[config.mk]
export PLATFORM = sky130hd
export DESIGN_NAME = mem_port_arbiter_flat
export DESIGN_NICKNAME = d
export VERILOG_FILES = /design/src/rtl/mem_arb_pkg.sv /design/src/rtl/mem_port_arbiter_if.sv /design/src/rtl/mem_rr_pick.sv /design/src/rtl/mem_port_arbiter.sv /design/src/flat_wrapper.sv
export SDC_FILE = /design/constraint.sdc
export NUM_CORES = 1
export LEC_CHECK = 0
export ABC_CLOCK_PERIOD_IN_PS = 7300
export CELL_PAD_IN_SITES_DETAIL_PLACEMENT = 1
export CELL_PAD_IN_SITES_GLOBAL_PLACEMENT = 1
export CORE_UTILIZATION = 30
export DETAILED_ROUTE_END_ITERATION = 10
export PLACE_DENSITY_LB_ADDON = 0.12
export SYNTH_ARGS = -nofsm -noshare
export SYNTH_HDL_FRONTEND = slang
export SYNTH_SLANG_ARGS = --single-unit
[constraint.sdc]
create_clock -name clk -period 7.3 [get_ports clk]
set_clock_uncertainty 0.05 [all_clocks]
set_input_delay 1.095 -clock clk [delete_from_list [all_inputs] [get_ports clk]]
set_output_delay 1.095 -clock clk [all_outputs]
set_load 0.01 [all_outputs]
[src/rtl/mem_arb_pkg.sv]
// Shared constants for the single-outstanding memory port arbiter.
// FSM encodings, timeout counter sizing and the read-timeout fill pattern.
package mem_arb_pkg;

    typedef logic [1:0] arb_state_t;

    localparam arb_state_t ST_IDLE  = 2'd0;
    localparam arb_state_t ST_ISSUE = 2'd1;
    localparam arb_state_t ST_RWAIT = 2'd2;
    localparam arb_state_t ST_RESP  = 2'd3;

    // Wide enough for TIMEOUT up to 65535.
    localparam int CNT_W = 16;

    // Sliced down to MEM_DW by the user; returned as read data on a timeout.
    localparam logic [255:0] ALL_ONES = '1;

endpackage

[src/rtl/mem_port_arbiter_if.sv]
// Engine-array and memory-controller side signals of mem_port_arbiter.
// slave is the arbiter's view; master is the engines-plus-memory view.
interface mem_port_arbiter_if #(
    parameter int N_REQ  = 4,
    parameter int MEM_AW = 16,
    parameter int MEM_DW = 32,
    parameter int IDX_W  = $clog2(N_REQ)
);
    logic [N_REQ-1:0]        req_valid;
    logic [N_REQ-1:0]        req_write;
    logic [N_REQ*MEM_AW-1:0] req_addr;
    logic [N_REQ*MEM_DW-1:0] req_wdata;
    logic [N_REQ-1:0]        req_ack;
    logic [N_REQ-1:0]        rsp_vld;
    logic [MEM_DW-1:0]       rsp_data;
    logic                    mem_req;
    logic                    mem_write;
    logic [MEM_AW-1:0]       mem_addr;
    logic [MEM_DW-1:0]       mem_wdata;
    logic                    mem_rdata_vld;
    logic [MEM_DW-1:0]       mem_rdata;
    logic                    busy;
    logic [IDX_W-1:0]        owner;
    logic                    err;

    modport slave (
        input  req_valid, req_write, req_addr, req_wdata, mem_rdata_vld, mem_rdata,
        output req_ack, rsp_vld, rsp_data, mem_req, mem_write, mem_addr, mem_wdata,
               busy, owner, err
    );

    modport master (
        output req_valid, req_write, req_addr, req_wdata, mem_rdata_vld, mem_rdata,
        input  req_ack, rsp_vld, rsp_data, mem_req, mem_write, mem_addr, mem_wdata,
               busy, owner, err
    );
endinterface

[src/rtl/mem_rr_pick.sv]
// Combinational round-robin picker: first set request at or above ptr, wrapping.
module mem_rr_pick #(
    parameter int N_REQ = 4,
    parameter int IDX_W = $clog2(N_REQ)
) (
    input  logic [N_REQ-1:0] req,
    input  logic [IDX_W-1:0] ptr,
    output logic             any,
    output logic [IDX_W-1:0] idx
);
    logic [IDX_W-1:0] cand [N_REQ];

    // cand[k] is the requester examined k steps after ptr.
    for (genvar gi = 0; gi < N_REQ; gi++) begin : g_cand
        assign cand[gi] = IDX_W'((int'(ptr) + gi) % N_REQ);
    end

    always_comb begin
        any = |req;
        idx = ptr;
        for (int i = N_REQ - 1; i >= 0; i--) begin
            if (req[cand[i]]) begin
                idx = cand[i];
            end
        end
    end
endmodule

[src/rtl/mem_port_arbiter.sv]
// Round-robin share of one single-outstanding memory port among N_REQ engines,
// with read data routed back to the issuer and a bounded wait for read data.
module mem_port_arbiter
    import mem_arb_pkg::*;
#(
    parameter int N_REQ   = 4,
    parameter int MEM_AW  = 16,
    parameter int MEM_DW  = 32,
    parameter int IDX_W   = $clog2(N_REQ),
    parameter int TIMEOUT = 255
) (
    input  logic                clk,
    input  logic                rst,
    mem_port_arbiter_if.slave   bus
);
    arb_state_t        state_reg;
    logic [IDX_W-1:0]  rr_ptr_reg;
    logic [CNT_W-1:0]  cnt_reg;
    logic [IDX_W-1:0]  owner_reg;
    logic [N_REQ-1:0]  ack_reg;
    logic [N_REQ-1:0]  rsp_vld_reg;
    logic [MEM_DW-1:0] rsp_data_reg;
    logic              mem_req_reg;
    logic              mem_write_reg;
    logic [MEM_AW-1:0] mem_addr_reg;
    logic [MEM_DW-1:0] mem_wdata_reg;
    logic              err_reg;

    logic [MEM_AW-1:0] addr_arr  [N_REQ];
    logic [MEM_DW-1:0] wdata_arr [N_REQ];
    logic              pick_any;
    logic [IDX_W-1:0]  pick_idx;
    logic [IDX_W-1:0]  rr_ptr_next;

    for (genvar gi = 0; gi < N_REQ; gi++) begin : g_unpack
        assign addr_arr[gi]  = bus.req_addr[gi*MEM_AW +: MEM_AW];
        assign wdata_arr[gi] = bus.req_wdata[gi*MEM_DW +: MEM_DW];
    end

    mem_rr_pick #(.N_REQ(N_REQ), .IDX_W(IDX_W)) u_pick (
        .req (bus.req_valid),
        .ptr (rr_ptr_reg),
        .any (pick_any),
        .idx (pick_idx)
    );

    assign rr_ptr_next = (pick_idx == IDX_W'(N_REQ - 1)) ? '0 : pick_idx + 1'b1;

    always_ff @(posedge clk or posedge rst) begin
        if (rst) begin
            state_reg     <= ST_IDLE;
            rr_ptr_reg    <= '0;
            cnt_reg       <= '0;
            owner_reg     <= '0;
            ack_reg       <= '0;
            rsp_vld_reg   <= '0;
            rsp_data_reg  <= '0;
            mem_req_reg   <= 1'b0;
            mem_write_reg <= 1'b0;
            mem_addr_reg  <= '0;
            mem_wdata_reg <= '0;
            err_reg       <= 1'b0;
        end else begin
            // Handshake strobes are single-cycle pulses unless re-armed below.
            ack_reg     <= '0;
            rsp_vld_reg <= '0;
            mem_req_reg <= 1'b0;
            case (state_reg)
                ST_IDLE: begin
                    if (bus.mem_rdata_vld) err_reg <= 1'b1;
                    if (pick_any) begin
                        mem_addr_reg      <= addr_arr[pick_idx];
                        mem_wdata_reg     <= wdata_arr[pick_idx];
                        mem_write_reg     <= bus.req_write[pick_idx];
                        mem_req_reg       <= 1'b1;
                        ack_reg[pick_idx] <= 1'b1;
                        owner_reg         <= pick_idx;
                        rr_ptr_reg        <= rr_ptr_next;
                        state_reg         <= ST_ISSUE;
                    end
                end
                ST_ISSUE: begin
                    if (mem_write_reg) begin
                        if (bus.mem_rdata_vld) err_reg <= 1'b1;
                        state_reg <= ST_IDLE;
                    end else if (bus.mem_rdata_vld) begin
                        rsp_data_reg           <= bus.mem_rdata;
                        rsp_vld_reg[owner_reg] <= 1'b1;
                        state_reg              <= ST_RESP;
                    end else begin
                        cnt_reg   <= CNT_W'(1);
                        state_reg <= ST_RWAIT;
                    end
                end
                ST_RWAIT: begin
                    // Returned data takes priority over an expiring timeout.
                    if (bus.mem_rdata_vld) begin
                        rsp_data_reg           <= bus.mem_rdata;
                        rsp_vld_reg[owner_reg] <= 1'b1;
                        cnt_reg                <= '0;
                        state_reg              <= ST_RESP;
                    end else if (cnt_reg == CNT_W'(TIMEOUT)) begin
                        rsp_data_reg           <= ALL_ONES[MEM_DW-1:0];
                        rsp_vld_reg[owner_reg] <= 1'b1;
                        err_reg                <= 1'b1;
                        cnt_reg                <= '0;
                        state_reg              <= ST_RESP;
                    end else begin
                        cnt_reg <= cnt_reg + 1'b1;
                    end
                end
                ST_RESP: begin
                    if (bus.mem_rdata_vld) err_reg <= 1'b1;
                    state_reg <= ST_IDLE;
                end
                default: state_reg <= ST_IDLE;
            endcase
        end
    end

    assign bus.req_ack   = ack_reg;
    assign bus.rsp_vld   = rsp_vld_reg;
    assign bus.rsp_data  = rsp_data_reg;
    assign bus.mem_req   = mem_req_reg;
    assign bus.mem_write = mem_write_reg;
    assign bus.mem_addr  = mem_addr_reg;
    assign bus.mem_wdata = mem_wdata_reg;
    assign bus.busy      = (state_reg != ST_IDLE);
    assign bus.owner     = owner_reg;
    assign bus.err       = err_reg;
endmodule

[src/flat_wrapper.sv]
// flat-port wrapper written by rule: the top's interface ports become plain ports
module mem_port_arbiter_flat import mem_arb_pkg::*;
#(
    parameter int N_REQ   = 4,
    parameter int MEM_AW  = 16,
    parameter int MEM_DW  = 32,
    parameter int IDX_W   = $clog2(N_REQ),
    parameter int TIMEOUT = 255
)
  (clk, rst, bus_req_valid, bus_req_write, bus_req_addr, bus_req_wdata, bus_mem_rdata_vld, bus_mem_rdata, bus_req_ack, bus_rsp_vld, bus_rsp_data, bus_mem_req, bus_mem_write, bus_mem_addr, bus_mem_wdata, bus_busy, bus_owner, bus_err);
  mem_port_arbiter_if #(.N_REQ(N_REQ), .MEM_AW(MEM_AW), .MEM_DW(MEM_DW), .IDX_W(IDX_W)) bus_i ();
  input  logic clk;
  input  logic rst;
  input wire logic [$bits(bus_i.req_valid)-1:0] bus_req_valid;
  input wire logic [$bits(bus_i.req_write)-1:0] bus_req_write;
  input wire logic [$bits(bus_i.req_addr)-1:0] bus_req_addr;
  input wire logic [$bits(bus_i.req_wdata)-1:0] bus_req_wdata;
  input wire logic [$bits(bus_i.mem_rdata_vld)-1:0] bus_mem_rdata_vld;
  input wire logic [$bits(bus_i.mem_rdata)-1:0] bus_mem_rdata;
  output wire logic [$bits(bus_i.req_ack)-1:0] bus_req_ack;
  output wire logic [$bits(bus_i.rsp_vld)-1:0] bus_rsp_vld;
  output wire logic [$bits(bus_i.rsp_data)-1:0] bus_rsp_data;
  output wire logic [$bits(bus_i.mem_req)-1:0] bus_mem_req;
  output wire logic [$bits(bus_i.mem_write)-1:0] bus_mem_write;
  output wire logic [$bits(bus_i.mem_addr)-1:0] bus_mem_addr;
  output wire logic [$bits(bus_i.mem_wdata)-1:0] bus_mem_wdata;
  output wire logic [$bits(bus_i.busy)-1:0] bus_busy;
  output wire logic [$bits(bus_i.owner)-1:0] bus_owner;
  output wire logic [$bits(bus_i.err)-1:0] bus_err;
  assign bus_i.req_valid = bus_req_valid;
  assign bus_i.req_write = bus_req_write;
  assign bus_i.req_addr = bus_req_addr;
  assign bus_i.req_wdata = bus_req_wdata;
  assign bus_i.mem_rdata_vld = bus_mem_rdata_vld;
  assign bus_i.mem_rdata = bus_mem_rdata;
  assign bus_req_ack = bus_i.req_ack;
  assign bus_rsp_vld = bus_i.rsp_vld;
  assign bus_rsp_data = bus_i.rsp_data;
  assign bus_mem_req = bus_i.mem_req;
  assign bus_mem_write = bus_i.mem_write;
  assign bus_mem_addr = bus_i.mem_addr;
  assign bus_mem_wdata = bus_i.mem_wdata;
  assign bus_busy = bus_i.busy;
  assign bus_owner = bus_i.owner;
  assign bus_err = bus_i.err;
  mem_port_arbiter #(.N_REQ(N_REQ), .MEM_AW(MEM_AW), .MEM_DW(MEM_DW), .IDX_W(IDX_W), .TIMEOUT(TIMEOUT)) u_core (.clk(clk), .rst(rst), .bus(bus_i));
endmodule
==> results of run 1 <==
==> layer usage <==
layer / vias to the layer above / share of wire / global-route usage
met5: - / 0 / 0
li1: 2611 / - / -
met4: 0 / 0.034 / 0.108
met1: 2797 / 0.36 / 0.237
met2: 223 / 0.52 / 0.437
met3: 41 / 0.085 / 0.0887
==> logic make-up (layout without fill, tap and decap cells) <==
group / count (synthesis) / count (layout) / synth area share
AO/OA/AOI/OAI: 124 / 124 / 0.173
XOR/XNOR: 5 / 5 / 0.00755
adder cells (fa/ha/maj): 5 / 5 / 0.0108
buffers and inverters: 46 / 374 / 0.0408
flip-flops: 113 / 113 / 0.487
multiplexers: 98 / 98 / 0.169
AND/OR/NAND/NOR: 134 / 134 / 0.111
==> report_power, final <==
part	total, uW	internal (uW)	switching (uW)	leakage (uW)
logic	1940	975	961	0.00246
clock network	860	543	318	0.000280
registers	1060	896	160	0.00138
total	3850	2410	1440	0.00412
==> critical path, cell delays in order <==
cell	delay [ns]
clkdlybuf4s50_1	0.56
nor2b_1	0.09
a21o_1	0.21
o21ai_4	0.59
buf_4	0.79
mux2i_1	0.30
o221ai_1	0.15
==> Yosys cell counts, types with 3 or more instances <==
cell type | instances | area share
a21oi_1 | 3 | 0.0026
a22o_1 | 5 | 0.0075
a31oi_1 | 3 | 0.0032
and2_1 | 3 | 0.0032
and3_1 | 3 | 0.0032
buf_1 | 3 | 0.0019
buf_2 | 14 | 0.012
buf_8 | 3 | 0.0078
clkbuf_1 | 15 | 0.0097
dfrtp_1 | 113 | 0.49
ha_1 | 5 | 0.011
inv_1 | 9 | 0.0058
mux2i_1 | 98 | 0.17
nand2_1 | 72 | 0.047
nand2b_1 | 4 | 0.0043
nand3_1 | 3 | 0.0026
nand4_1 | 6 | 0.0065
nor2_1 | 15 | 0.0097
nor2b_1 | 7 | 0.0075
nor3_1 | 4 | 0.0035
nor4_1 | 6 | 0.0065
nor4b_1 | 3 | 0.0045
o21ai_0 | 16 | 0.014
o221ai_1 | 50 | 0.075
o22a_1 | 30 | 0.045
xnor2_1 | 3 | 0.0045
==> stage by stage <==
step                hold slack (ns)  utilization  power [uW]  std cells
floorplan                     0.417            -        2150        525
global placement              0.395        0.492        2940       1081
detailed placement            0.397        0.492        3020       1081
CTS                           0.412        0.524        3900       1113
global route                  0.437        0.524        4080       1113
finish                        0.409        0.524        3850       1113
==> area by class of cell <==
class                      instances  area (sq um)  area share
tap                              260           325      0.0329
multi-input combinational        366          2760       0.280
clock buffer                      18           439      0.0445
sequential                       113          2830       0.286
clock inverter                    14           164      0.0166
inverter                           9          36.3     0.00368
timing repair buffer             333          3320       0.336
==> worst max-delay path by stage <==
stage,depth (start not counted),start,slack [ns],end
2_1_floorplan,1,rst,3.17,async pin
3_3_place_gp,8,bus_req_valid[3],3.37,u_core.rr_ptr_reg[1]$_DFFE_PP0P_
3_5_place_dp,7,bus_req_valid[3],3.21,u_core.bus.mem_wdata[13]$_DFFE_PP0P_
4_1_cts,7,bus_req_valid[3],3.65,u_core.bus.mem_wdata[21]$_DFFE_PP0P_
5_1_grt,7,bus_req_valid[0],3.48,u_core.bus.mem_wdata[23]$_DFFE_PP0P_
6_report,7,bus_req_valid[3],3.65,u_core.bus.mem_wdata[21]$_DFFE_PP0P_
==> impl_metrics.ini, run 1 <==
[critical_path]
crit_required_ns = 7.50
rr_worst_depth = 6
start_kind = input pin
critPathCaptureType = flop
r2r-end = u_core.bus.rsp_data[31]$_DFFE_PP0P_
r2r-start = u_core.cnt_reg[0]$_DFFE_PP0P_
rrSetupSlack_ns = 4.17
crit_fanout = 51
cp.arrival_ns = 3.85
worstSetupPathType = input pin to flop

[global_routing]
grt_util_all_layers = 0.238
grt_overflow = 0
grt_pass1_vias = 6525
grt_max_degree = 60
grt_pass1_wl_mm = 35.7
antenna_found_initial = 0

[timing]
tns_ns = 0
min_period_ns = 3.65
rsz0062_at_grt = no
max_slew_margin = 0.124
setup_viol = 0
post-route-period-util = 0.500
setup_ws_ns = 3.65
final_hold_viol_count = 0
fmax_mhz = 274
finalMaxSlewViolations = 0
tightest_slew_ns = 1.31

[final_layout]
fillCellCount = 2027
final_area_sq_mm = 0.00987
drive_above_1_share = 0.0621
areaGrowthSynthToFinish_pct = 70.2
final_cell_mix = 328 x clkdlybuf4s50_1, 113 x dfrtp_1, 98 x mux2i_1, 71 x nand2_1, 50 x o221ai_1
layout_commonest_cell = clkdlybuf4s50_1
nets = 1080
antennaDiodeCount = 0

[clock_network]
post_cts_resized = 0
clk_pin_slew_ns = 0.06
hold_buffers = 0
cts_buffers = 17
clk_latency_ns = 0.42
cts_sinks = 113
root_buffer = clkbuf_16
clock_path_buffers = 2
post_cts_buffers = 0
cts_tree = done
htree_levels = 4

[power_and_ir_drop]
ir_drop_mv = 0.170
power.density_mw_per_mm2 = 390
leakage_uw = 0.00412

[die]
start_util = 0.308
ios = 329
rows = 50
die_w_um = 141
dieHeight_um = 141
die_area_sq_mm = 0.0199
core_sq_mm = 0.0188

[min_path]
min_from = u_core.bus.err$_DFFE_PP0P_
whs_path_depth = 1
hold_path_class = flop to flop
whs_endpoint = u_core.bus.err$_DFFE_PP0P_

[synthesis]
synthesis.nets = 765
ys_warn_count = 0
avgSynthCellArea_sq_um = 11.1
synth-seq-cells = 113
ys_types = 50
ys.flop_type = dfrtp_1
syn_inst = 525
async_flop_share = 1.00
synth_edf_count = 0
ys_seq_area_frac = 0.487
synthesis.area_sq_mm = 0.00580

[detailed_routing]
avgRoutedWirePerCell_um = 21.0
drtIter0Drc = 296
vias = 5672
drcViolationCount = 0
ant_nets = 0
vias_per_cell = 5.10
dr.pass1.iters = 4
wl_mm = 23.4

[status]
status = completed

[place]
dp_slack_ns = 3.21
placed_area_sq_mm = 0.00927
hpwlAfterDp_mm = 17.5
io_buffers = 328
gp_congestion = 0.767

[run]
maxCapViolCount = 0
Power figures use the tool's default switching activity.
==> run 2, diff against run 1 <==
ABC_CLOCK_PERIOD_IN_PS = 3500   (was 7300)
CORE_UTILIZATION = 28   (was 30)
clock period = 3.5 ns   (was 7.3 ns; I/O delays follow)
==> run 2 against run 1 <==
Net effect: sequential share of layout area decreased by 0.40 points; combinational power increased by 110%; cell count increased by 1.7%; non-clock buffer count increased by 9; wire length decreased by 2.0%; critical path depth unchanged; critical path type is now flop to flop; worst hold slack improved by 0.031 ns; design area increased by 1.4%; setup slack got worse by 2.7 ns; first-iteration DRC count decreased by 17%; via count increased by 0.53%; largest cell class unchanged.
==> impl_metrics.ini, run 2 (synthesis gave the netlist of run 1 again) <==
[status]
status = completed

[critical_path]
cp_slowest_cell = or4_4
cp-startpoint = u_core.cnt_reg[0]$_DFFE_PP0P_
cp.arrival_ns = 2.81
rr_worst_depth = 7
r2r-end = u_core.bus.rsp_data[29]$_DFFE_PP0P_
crit_path_max_incr_delay_ns = 0.57
worstSetupPathType = flop to flop
start_kind = flop
crit_path_end = u_core.bus.rsp_data[29]$_DFFE_PP0P_
critPathCaptureType = flop
rrSetupSlack_ns = 0.99
r2r-start = u_core.cnt_reg[0]$_DFFE_PP0P_
path_cells = ha_1, nand3_4, or4_4, o21ai_4, and3_1, buf_4, o22a_1
crit_required_ns = 3.80
crit_fanout = 32

[detailed_routing]
avgRoutedWirePerCell_um = 20.3
drcViolationCount = 0
dr.pass1.iters = 4
ant_nets = 0
drtIter0Drc = 245
vias_per_cell = 5.04
wl_mm = 22.9
vias = 5702

[timing]
min_period_ns = 2.51
tns_ns = 0
worst_hold_slack_ns = 0.439
post-route-period-util = 0.718
final_hold_viol_count = 0
max_slew_margin = 0.483
setup_viol = 0
rsz0062_at_grt = no
finalMaxSlewViolations = 0
tightest_slew_ns = 0.774
fmax_mhz = 398

[clock_network]
post_cts_resized = 0
clock_path_buffers = 2
hold_buffers = 0
clk_latency_ns = 0.41
clk_pin_slew_ns = 0.06
htree_levels = 4
post_cts_buffers = 0
root_buffer = clkbuf_16
cts_tree = done
cts_buffers = 17
cts_sinks = 113

[power_and_ir_drop]
ir_drop_mv = 0.429
seqPwrFrac = 0.271
clkPwrFrac = 0.219
combPwrFrac = 0.510
leakage_uw = 0.00420
p_sw_uw = 2990
intPower_uw = 5150
swShare = 0.367
power.density_mw_per_mm2 = 813

[final_layout]
antennaDiodeCount = 0
fillCellCount = 2190
drive_above_1_share = 0.0684
areaGrowthSynthToFinish_pct = 72.6
multiInputGateArea_sq_mm = 0.00276
layout_commonest_cell = clkdlybuf4s50_1
seqCellArea_sq_mm = 0.00283
final_cell_mix = 328 x clkdlybuf4s50_1, 113 x dfrtp_1, 98 x mux2i_1, 71 x nand2_1, 50 x o221ai_1
nets = 1089

[global_routing]
antenna_found_initial = 0
grt_overflow = 0
grt_max_degree = 54
grt_pass1_wl_mm = 35.8
grt_util_all_layers = 0.220
grt_pass1_vias = 6383

[place]
gp_congestion = 0.836
io_buffers = 328
hpwlAfterDp_mm = 17.2

[die]
rows = 52
die_w_um = 146
die_area_sq_mm = 0.0213
core_sq_mm = 0.0203
ios = 329
dieHeight_um = 146
start_util = 0.286

[run]
maxCapViolCount = 0

[min_path]
hold_path_class = flop to flop
## run 2: cell types whose count changed in the layout (fill, tap and decap cells not counted)
cell | previous run | this run
clkinvlp_4 | 6 | 3
clkbuf_1 | 0 | 3
inv_6 | 1 | 0
buf_12 | 0 | 5
clkinv_4 | 0 | 1
clkbuf_8 | 1 | 2
inv_4 | 1 | 0
buf_4 | 5 | 9
## run 2: power groups by stage
stage	logic (uW)	clock network, uW	registers, uW
after floorplan	2080	0	2400
final	4150	1780	2210
after global placement	4070	0	2200
after detailed placement	4210	0	2220
after global routing	4500	1880	2270
after CTS	4230	1810	2210
## run 2: layer usage
metal | wire length (um) | global-route usage | vias to the layer above
li1 | - | - | 2630
met1 | 8640 | 0.241 | 2781
met2 | 11500 | 0.378 | 235
met3 | 1870 | 0.0774 | 56
met4 | 913 | 0.107 | 0
met5 | 0 | 0 | -
## run 2: final cells by class
class,count,area share
tap,270,0.0337
multi-input combinational,366,0.276
clock buffer,22,0.0464
inverter,9,0.00375
timing repair buffer,342,0.345
clock inverter,10,0.0134
sequential,113,0.282
## run 2: critical path: cells and delay by family, from the launching register on
family                   cells  cell delay [ns]
buffers and inverters        1             0.33
adder cells (fa/ha/maj)      1             0.26
AND/OR/NAND/NOR              3             0.90
AO/OA/AOI/OAI                2             0.49
flip-flops                   1             0.39
## run 2: worst min path at each step
stage                     cells past startpoint                                    to                                 start
final                                         1            u_core.bus.err$_DFFE_PP0P_            u_core.bus.err$_DFFE_PP0P_
after global placement                        2    u_core.bus.mem_addr[3]$_DFFE_PP0P_    u_core.bus.mem_addr[3]$_DFFE_PP0P_
after floorplan                               2         u_core.cnt_reg[1]$_DFFE_PP0P_         u_core.cnt_reg[1]$_DFFE_PP0P_
after detailed placement                      2  u_core.bus.mem_wdata[16]$_DFFE_PP0P_  u_core.bus.mem_wdata[16]$_DFFE_PP0P_
after global routing                          1            u_core.bus.err$_DFFE_PP0P_            u_core.bus.err$_DFFE_PP0P_
after CTS                                     2  u_core.bus.mem_wdata[16]$_DFFE_PP0P_  u_core.bus.mem_wdata[16]$_DFFE_PP0P_
## run 2: stage by stage
| step | total power (uW) | instance area [sq um] | std cells | utilization | worst slack (ns) |
|---|---|---|---|---|---|
| 6_report | 8140 | 10000 | 1132 | 0.493 | 0.986 |
| 5_1_grt | 8650 | 10000 | 1132 | 0.493 | 0.835 |
| 4_1_cts | 8260 | 10000 | 1132 | 0.493 | 0.961 |
| 3_5_place_dp | 6430 | 9410 | 1100 | 0.464 | 0.602 |
| 3_3_place_gp | 6260 | 9410 | 1100 | 0.464 | 0.702 |
| 2_1_floorplan | 4480 | 5810 | 525 | - | 1.41 |
==> run 3, diff against run 2 <==
ABC_CLOCK_PERIOD_IN_PS = 2400   (was 3500)
clock period = 2.4 ns   (was 3.5 ns; I/O delays follow)
==> run 3 against run 2 <==
Net effect: first-iteration DRC count shrank 0.82%; sequential share of layout area shrank 0.69 points; critical path type unchanged; highest routed layer unchanged; total power grew 51%; critical endpoint is now u_core.bus.rsp_data[12]$_DFFE_PP0P_; worst hold slack lost 0.27 ns; wire length grew 3.2%.
==> impl_metrics.ini, run 3 (synthesis gave the netlist of run 1 again) <==
[status]
status = completed

[critical_path]
start_kind = flop
worstSetupPathType = flop to flop
critPathCaptureType = flop
crit_path_max_incr_delay_ns = 0.58
crit_required_ns = 2.70
cp.arrival_ns = 2.61
cp_top_family = simple AND/OR/NAND/NOR gates
path_cells = ha_1, nand3_4, or4_4, o21ai_4, and3_1, buf_12, o22a_1
cp.buffers_inverters = 1
cp_slowest_cell = or4_4
crit_fanout = 32

[place]
io_buffers = 328
placed_area_sq_mm = 0.00965
dp.cells = 1123
hpwlAfterDp_mm = 17.9
gp_congestion = 0.843

[clock_network]
clk_latency_ns = 0.42
post_cts_resized = 0
clk_pin_slew_ns = 0.06
htree_levels = 4
cts_tree = done
cts_sinks = 113
hold_buffers = 0
root_buffer = clkbuf_16
clock_path_buffers = 2
cts_buffers = 17
post_cts_buffers = 0

[final_layout]
utilization = 0.506
drive_above_1_share = 0.0927
nets = 1112
layout_commonest_cell = clkdlybuf4s50_1
instances_no_fill = 1156
final_cell_mix = 328 x clkdlybuf4s50_1, 113 x dfrtp_1, 98 x mux2i_1, 71 x nand2_1, 50 x o221ai_1
final_area_sq_mm = 0.0103
areaGrowthSynthToFinish_pct = 76.9

[timing]
tns_ns = 0
fmax_mhz = 432
rsz0062_at_grt = no
setup_viol = 0
post-route-period-util = 0.964
min_period_ns = 2.31
finalMaxSlewViolations = 0
final_hold_viol_count = 0
max_slew_margin = 0.652
tightest_slew_ns = 0.517

[global_routing]
busiest_layer = met2
antenna_found_initial = 1
grt_util_all_layers = 0.228
grt_max_degree = 59
grt_pass1_wl_mm = 37.0
grt_util_met3 = 0.0759
grt_overflow = 0
globalRouteMet2Util = 0.402
grt_pass1_vias = 6622
use_met1 = 0.244

[die]
ios = 329
die_area_sq_mm = 0.0213
start_util = 0.286
dieHeight_um = 146
rows = 52
die_w_um = 146
core_sq_mm = 0.0203

[detailed_routing]
avgRoutedWirePerCell_um = 20.5
vias_per_cell = 5.04
vias = 5830
ant_nets = 0
wl_mm = 23.7
drcViolationCount = 0
drtIter0Drc = 243
dr.pass1.iters = 6

[power_and_ir_drop]
ir_drop_mv = 0.517
power.density_mw_per_mm2 = 1200
leakage_uw = 0.00434

[min_path]
hold_path_class = input pin to async pin

[run]
maxCapViolCount = 0
run 3: cell types whose count changed in the layout (fill, tap and decap cells not counted):
cell and change:
clkbuf_8 -1, bufinv_16 +1, buf_4 +18, clkinv_2 +1, clkinvlp_4 -1, diode_2 +1, buf_12 +5
run 3: power breakdown:
part           internal, uW  total, uW  switching (uW)  leakage (uW)
registers              2720       3220             491       0.00138
clock network          1760       2670             913      0.000301
logic                  3390       6440            3050       0.00266
run 3: path summary, 6_finish.rpt:
| check | slack (ns) | endpoint | depth (start not counted) | from |
|---|---|---|---|---|
| worst max-delay path | 0.09 | u_core.bus.rsp_data[12]$_DFFE_PP0P_ | 7 | u_core.cnt_reg[0]$_DFFE_PP0P_ |
| worst min-delay path | 0.17 | u_core.bus.rsp_data[7]$_DFFE_PP0P_ | 2 | rst |
| worst max register to register | 0.09 | u_core.bus.rsp_data[12]$_DFFE_PP0P_ | 7 | u_core.cnt_reg[0]$_DFFE_PP0P_ |
| worst min register to register | 0.41 | u_core.bus.err$_DFFE_PP0P_ | 1 | u_core.bus.err$_DFFE_PP0P_ |
| max in group asynchronous | 1.58 | u_core.bus.mem_wdata[13]$_DFFE_PP0P_ | 3 | rst |
| min in group clk | 0.41 | u_core.bus.err$_DFFE_PP0P_ | 1 | u_core.bus.err$_DFFE_PP0P_ |
run 3: layout make-up:
cell class                      instances  area (sq um)
Sequential cell                       113          2830
Clock inverter                         11           161
Timing Repair Buffer                  365          3690
Antenna cell                            1          2.50
Inverter                                9          37.5
Clock buffer                           21           450
Multi-Input combinational cell        366          2760
Tap cell                              270           338
Fill cell                            2212         10000
run 3: stage by stage:
stage,setup WS [ns],hold slack (ns),power [uW]
after floorplan,0.314,0.417,6540
after global placement,0.0739,0.400,9520
after detailed placement,-0.0659,0.402,9740
after CTS,0.0951,0.158,12500
after global routing,0.00223,0.171,13100
final,0.0862,0.173,12300
run 3: metal layers:
metal  vias up  routed length [um]
li1       2684                   -
met1      2869                8940
met2       227               12200
met3        50                1690
met4         0                 890
met5         -                   0
